<file path="config.mk">
export PLATFORM = sky130hd
export DESIGN_NAME = pipeline_ctrl
export DESIGN_NICKNAME = d
export VERILOG_FILES = /design/src/rtl/pipeline_pkg.sv /design/src/rtl/pipeline_ctrl_hazard.sv /design/src/rtl/pipeline_ctrl.sv
export SDC_FILE = /design/constraint.sdc
export NUM_CORES = 1
export LEC_CHECK = 0
export BUFFER_PORTS_ARGS = -buffer_cell sky130_fd_sc_hd__buf_2
export CAP_MARGIN = 10
export CORE_UTILIZATION = 50
export CTS_CLUSTER_DIAMETER = 200
export CTS_CLUSTER_SIZE = 14
export DETAILED_ROUTE_END_ITERATION = 10
export GPL_TIMING_DRIVEN = 0
export PLACE_DENSITY = 0.76
export SLEW_MARGIN = 20
export SYNTH_ARGS = -nofsm -noshare
export SYNTH_HDL_FRONTEND = slang
export SYNTH_SLANG_ARGS = --single-unit
export TNS_END_PERCENT = 30
</file>
<file path="constraint.sdc">
create_clock -name clk -period 2.8 [get_ports clk]
set_input_delay 0 -clock clk [delete_from_list [all_inputs] [get_ports clk]]
set_output_delay 0 -clock clk [all_outputs]
set_load 0.005 [all_outputs]
</file>
<file path="src/rtl/pipeline_pkg.sv">
// Shared types and constants for the 5-stage pipeline run/hazard controller.
package pipeline_pkg;

   localparam int PIPE_REG_AW = 4;

   typedef enum logic [1:0] {
      IDLE  = 2'd0,
      RUN   = 2'd1,
      DRAIN = 2'd2,
      DONE  = 2'd3
   } state_t;

   typedef logic [1:0] fwd_sel_t;

   localparam fwd_sel_t FWD_RF  = 2'b00;
   localparam fwd_sel_t FWD_MEM = 2'b10;
   localparam fwd_sel_t FWD_WB  = 2'b01;

endpackage

</file>
<file path="src/rtl/pipeline_ctrl_hazard.sv">
// Combinational register-match logic: load-use stall detection and EX operand
// forwarding selection. Register 0 can be excluded from both.
module hazard_fwd_unit
   import pipeline_pkg::*;
#(
   parameter int REG_AW   = PIPE_REG_AW,
   parameter bit ZERO_REG = 1'b1
) (
   input  logic              v_id,
   input  logic              v_ex,
   input  logic [REG_AW-1:0] id_ra1,
   input  logic [REG_AW-1:0] id_ra2,
   input  logic              id_use1,
   input  logic              id_use2,
   input  logic [REG_AW-1:0] ex_ra1,
   input  logic [REG_AW-1:0] ex_ra2,
   input  logic [REG_AW-1:0] ex_wa,
   input  logic [REG_AW-1:0] mem_wa,
   input  logic [REG_AW-1:0] wb_wa,
   input  logic              ex_q,
   input  logic              mem_q,
   input  logic              wb_q,
   input  logic              ex_memread,
   output logic              stall,
   output fwd_sel_t          fwd_a,
   output fwd_sel_t          fwd_b
);

   function automatic logic match(input logic q, input logic [REG_AW-1:0] wa,
                                  input logic [REG_AW-1:0] a);
      return q && (wa == a) && !(ZERO_REG && (a == '0));
   endfunction

   function automatic fwd_sel_t pick(input logic [REG_AW-1:0] a);
      if (match(mem_q, mem_wa, a))
         return FWD_MEM;
      else if (match(wb_q, wb_wa, a))
         return FWD_WB;
      else
         return FWD_RF;
   endfunction

   always_comb begin
      stall = v_id && v_ex && ex_memread &&
              ((id_use1 && match(ex_q, ex_wa, id_ra1)) ||
               (id_use2 && match(ex_q, ex_wa, id_ra2)));
      fwd_a = pick(ex_ra1);
      fwd_b = pick(ex_ra2);
   end

endmodule

</file>
<file path="src/rtl/pipeline_ctrl.sv">
// Run/hazard controller for the 5-stage datapath: start/halt sequencing,
// per-stage valid chain, stall/flush control, forwarding select, perf counters.
//
//   state | meaning
//   IDLE  | front end frozen, waiting for a start rising edge
//   RUN   | fetching and executing; stalls/flushes applied here
//   DRAIN | halt left ID; EX/MEM/WB empty out, front end frozen
//   DONE  | program finished, all frozen; start edge restarts
module pipeline_ctrl
   import pipeline_pkg::*;
#(
   parameter int REG_AW       = PIPE_REG_AW,
   parameter bit ZERO_REG     = 1'b1,
   parameter int CNT_W        = 16,
   parameter int DRAIN_CYCLES = 3
) (
   input  logic              clk,
   input  logic              rst,
   input  logic              start,
   input  logic              id_halt,
   input  logic [REG_AW-1:0] id_ra1,
   input  logic [REG_AW-1:0] id_ra2,
   input  logic              id_use1,
   input  logic              id_use2,
   input  logic [REG_AW-1:0] ex_wa,
   input  logic [REG_AW-1:0] mem_wa,
   input  logic [REG_AW-1:0] wb_wa,
   input  logic              ex_regwrite,
   input  logic              mem_regwrite,
   input  logic              wb_regwrite,
   input  logic              ex_memread,
   input  logic              ex_jump_taken,
   output logic              pc_clr,
   output logic              pc_en,
   output logic              if_id_en,
   output logic              if_id_flush,
   output logic              id_ex_flush,
   output logic [1:0]        fwd_a,
   output logic [1:0]        fwd_b,
   output logic [3:0]        stage_valid,
   output logic              running,
   output logic              done,
   output logic [CNT_W-1:0]  cycle_cnt,
   output logic [CNT_W-1:0]  stall_cnt,
   output logic [CNT_W-1:0]  flush_cnt
);

   localparam int DW = (DRAIN_CYCLES < 2) ? 1 : $clog2(DRAIN_CYCLES + 1);

   state_t              state, state_nxt;
   logic                start_q;
   logic [3:0]          valid;
   logic [DW-1:0]       drain_cnt;
   logic [REG_AW-1:0]   ex_ra1, ex_ra2;
   logic                stall_raw;
   fwd_sel_t            fwd_a_raw, fwd_b_raw;
   logic                start_rise, in_run, jump, stall_eff, halt_go;

   hazard_fwd_unit #(.REG_AW(REG_AW), .ZERO_REG(ZERO_REG)) u_hazard (
      .v_id       (valid[0]),
      .v_ex       (valid[1]),
      .id_ra1     (id_ra1),
      .id_ra2     (id_ra2),
      .id_use1    (id_use1),
      .id_use2    (id_use2),
      .ex_ra1     (ex_ra1),
      .ex_ra2     (ex_ra2),
      .ex_wa      (ex_wa),
      .mem_wa     (mem_wa),
      .wb_wa      (wb_wa),
      .ex_q       (ex_regwrite & valid[1]),
      .mem_q      (mem_regwrite & valid[2]),
      .wb_q       (wb_regwrite & valid[3]),
      .ex_memread (ex_memread),
      .stall      (stall_raw),
      .fwd_a      (fwd_a_raw),
      .fwd_b      (fwd_b_raw)
   );

   // A taken jump in EX overrides both a load-use stall and a halt in ID.
   assign start_rise = start & ~start_q;
   assign in_run     = (state == RUN);
   assign jump       = in_run & ex_jump_taken & valid[1];
   assign stall_eff  = in_run & stall_raw & ~jump;
   assign halt_go    = in_run & id_halt & valid[0] & ~stall_raw & ~jump;

   assign running     = (state == RUN) || (state == DRAIN);
   assign done        = (state == DONE);
   assign stage_valid = valid;
   assign fwd_a       = running ? fwd_a_raw : FWD_RF;
   assign fwd_b       = running ? fwd_b_raw : FWD_RF;

   always_comb begin
      state_nxt   = state;
      pc_clr      = 1'b0;
      pc_en       = 1'b0;
      if_id_en    = 1'b0;
      if_id_flush = 1'b1;
      id_ex_flush = 1'b1;
      case (state)
         IDLE, DONE: begin
            if (start_rise) begin
               pc_clr    = 1'b1;
               state_nxt = RUN;
            end
         end
         RUN: begin
            if (jump) begin
               pc_en    = 1'b1;
               if_id_en = 1'b1;
            end else if (stall_eff) begin
               if_id_flush = 1'b0;
            end else if (halt_go) begin
               state_nxt = DRAIN;
            end else begin
               pc_en       = 1'b1;
               if_id_en    = 1'b1;
               if_id_flush = 1'b0;
               id_ex_flush = 1'b0;
            end
         end
         DRAIN: begin
            if (drain_cnt == '0)
               state_nxt = DONE;
         end
         default: state_nxt = IDLE;
      endcase
   end

   always_ff @(posedge clk or posedge rst) begin
      if (rst) begin
         state   <= IDLE;
         start_q <= 1'b0;
      end else begin
         state   <= state_nxt;
         start_q <= start;
      end
   end

   // Valid chain is {wb, mem, ex, id}; bubbles shift in as 0.
   always_ff @(posedge clk or posedge rst) begin
      if (rst) begin
         valid     <= '0;
         drain_cnt <= '0;
         ex_ra1    <= '0;
         ex_ra2    <= '0;
      end else begin
         ex_ra1 <= id_ra1;
         ex_ra2 <= id_ra2;
         case (state)
            RUN: begin
               if (jump || halt_go)
                  valid <= {valid[2:1], 2'b00};
               else if (stall_eff)
                  valid <= {valid[2:1], 1'b0, valid[0]};
               else
                  valid <= {valid[2:0], 1'b1};
               if (halt_go)
                  drain_cnt <= DW'(DRAIN_CYCLES - 1);
            end
            DRAIN: begin
               valid <= {valid[2:0], 1'b0};
               if (drain_cnt != '0)
                  drain_cnt <= drain_cnt - 1'b1;
            end
            default: begin
               if (start_rise)
                  valid <= '0;
            end
         endcase
      end
   end

   always_ff @(posedge clk or posedge rst) begin
      if (rst) begin
         cycle_cnt <= '0;
         stall_cnt <= '0;
         flush_cnt <= '0;
      end else if (start_rise && (state == IDLE || state == DONE)) begin
         cycle_cnt <= '0;
         stall_cnt <= '0;
         flush_cnt <= '0;
      end else if (running) begin
         cycle_cnt <= cycle_cnt + {{(CNT_W-1){1'b0}}, ~&cycle_cnt};
         if (stall_eff)
            stall_cnt <= stall_cnt + {{(CNT_W-1){1'b0}}, ~&stall_cnt};
         if (jump)
            flush_cnt <= flush_cnt + {{(CNT_W-1){1'b0}}, ~&flush_cnt};
      end
   end

endmodule
</file>
==> flow_summary.ini <==
[grt]
grt_max_degree = 39
grt_pass1_vias = 3192
grt_pass1_wl_um = 14430
grt.total_usage_pct = 24.64
grt_antenna_before_repair = 0
grt.overflow.total = 0

[timing]
max_freq_mhz = 377.3
period_share_pct = 94.65
maxSlewViolCount = 0
fin_ws_ns = 0.1498
rsz0062_at_grt = yes
max_slew_margin_pct = 64.20
tightest_slew_ns = 0.5321
finalSetupTns_ns = 0
fin_crit_ns = 2.650
skew_ns = 0.008496
timing_hold_violations_final = 0
setup_violations = 0

[clock_network]
cts_tree = built
clkTransAtPathRegs_ns = 0.07
clock_sinks = 65
clock-root-buffer = clkbuf_8
numCtsBuffers = 9
clk_latency_ns = 0.34
clock_path_buffers = 2
cts.htree.levels = 3

[synthesis]
ys_ff_latch = 65
ys_types = 48
synth_warnings = 0
synth_commonest_cells = dfrtp_1 (65), nand2_1 (36), nor2_1 (33)
synth_edf_count = 0
synth_nets = 424
synth_top_area_share_pct = 45.01
async_reset_ff_share_pct = 100.0
synthCells = 382
post-synth-top-area-cell = dfrtp_1
ys_seq_area_share_pct = 45.01
syn_area_um2 = 3613
synth.area.top_cells = dfrtp_1 (45%), xnor2_1 (5.3%), xor2_1 (4.8%)
yosysMostFrequentCell = dfrtp_1
syn_area_per_cell_um2 = 9.459
synthFlopType = dfrtp_1

[finish]
syn2layout_area_growth_pct = 25.07
final_cells = 597
layout.nets = 539
layout-drive-gt1-share_pct = 25.35
nFillCells = 581
antenna_cells = 0

[pwr]
p_leak_nw = 2.223
irDropWorstVdd_uv = 366.9
power_density_nw_per_um2 = 649.5

[die]
initial_core_util_pct = 52.60
die_x_um = 87.01
die_y_um = 87.01
ios = 94
coreArea_um2 = 6869
rows = 30
dieArea_um2 = 7571

[setup_path]
r2r-start = cycle_cnt[6]
startpoint_type = flip-flop
path_max_fanout = 8
worst-setup-path-type = reg2reg
required_ns = 3.02
arrival_ns = 2.87
crit_path_start = cycle_cnt[6]
worstSetupEndpointType = flip-flop

[hold_path]
hold_start = id_halt
hold_path.class = in2reg

[detailed_routing]
via_per_inst = 5.598
drt-total-wl_um = 8696
ant_nets = 0
drc = 0
dr.pass1.iters = 5
vias = 3342
wl_per_cell_um = 14.57
drt_iter0_drc = 246

[placed_design]
routabilityCongestion = 0.8913
dp.cells = 572
io_buffers = 93
dp_hpwl_um = 6310
place_ws_ns = 0.1436

[job]
drv_cap = 0

[status]
status = finished, final reports clean
layer usage:
metal | track usage [%] | wire, µm | up-vias
li1 | - | - | 1595
met1 | 31.70 | 3833 | 1618
met2 | 40.37 | 4142 | 113
met3 | 6.256 | 526 | 16
met4 | 8.788 | 193 | 0
met5 | 0 | 0 | -
cell families (layout without fill, tap and decap cells):
family / Yosys count / count (layout) / synth area share (%)
buffers and inverters: 27 / 146 / 3.636
and+or+nand+nor: 167 / 167 / 23.75
AOI/OAI and AO/OA: 64 / 64 / 11.95
xor gates and xnor gates: 42 / 42 / 10.18
DFF: 65 / 65 / 45.01
adders and majority gates: 11 / 11 / 3.809
muxes: 6 / 6 / 1.662
final timing paths:
check | endpoint | slack (ns) | cells after the start
min | stage_valid[1] | 0.02 | 3
min reg2reg | cycle_cnt[11] | 0.50 | 1
min in group asynchronous | start_q | 0.20 | 3
max reg2reg | cycle_cnt[12] | 0.15 | 13
max | cycle_cnt[12] | 0.15 | 13
max in group asynchronous | cycle_cnt[9] | 2.08 | 4
power breakdown:
part,internal (mW),switching [mW],total [mW]
Combinational,0.414,0.583,0.997
Sequential,1.03,0.112,1.14
Clock,0.452,0.342,0.795
final cells by class:
type,instances,area [µm²],share of cell area [%]
Tap cell,96,120.1,2.658
Sequential cell,65,1628,36.02
Clock buffer,12,155.1,3.433
Timing Repair Buffer,104,585.6,12.96
Clock inverter,3,40.04,0.8859
Inverter,10,40.04,0.8859
Multi-Input combinational cell,290,1856,41.06
Buffer,17,95.09,2.104
worst max-delay path: stages (launching register included):
cell and delay (ns):
dfrtp_2 0.44, nand4_1 0.15, nor2_1 0.07, and2_1 0.18, and3_1 0.21, nand3_1 0.09
ha_1 0.17, ha_1 0.13, nor2b_1 0.18, and2_1 0.18, nand4_1 0.30, nand2b_1 0.27
nand3_1 0.08, o21ai_0 0.08
flip-flops by register name, indices dropped and copies added (netlist names):
signal,flops
stage_valid,4
drain_cnt,2
cycle_cnt,16
ex_ra1,4
ex_ra2,4
flush_cnt,16
stall_cnt,16
state,2
start_q,1
through the flow:
stage	util (%)	total power, mW	hold WS [ns]	instance area (µm²)
after detailed placement	61.46	2.128	0.003664	4222
after CTS	65.76	2.946	0.01282	4517
after global placement	61.13	2.093	0.1198	4199
after floorplan	-	1.805	0.03143	3613
final	65.79	2.935	0.01905	4519
after global routing	65.79	3.121	0.03900	4519
layout by cell type (no fill, tap or decap), drive strengths merged, types with 6 or more instances in the layout:
master,count
a21oi,12
and2,11
and3,12
buf,104
clkbuf,19
dfrtp,65
dlygate4sd3,10
ha,11
inv,8
mux2i,6
nand2,36
nand3,25
nand4,16
nor2,33
nor3,12
o211ai,15
o21ai,17
xnor2,22
xor2,20
what timing repair did:
action,4_1_cts,5_1_grt
buffers inserted,0,0
endpoints found under the setup margin,0,5
endpoints found under the hold margin,74,0
resized for setup,0,2
hold buffers,10,0
No activity file was read; power rests on OpenSTA's default activity.
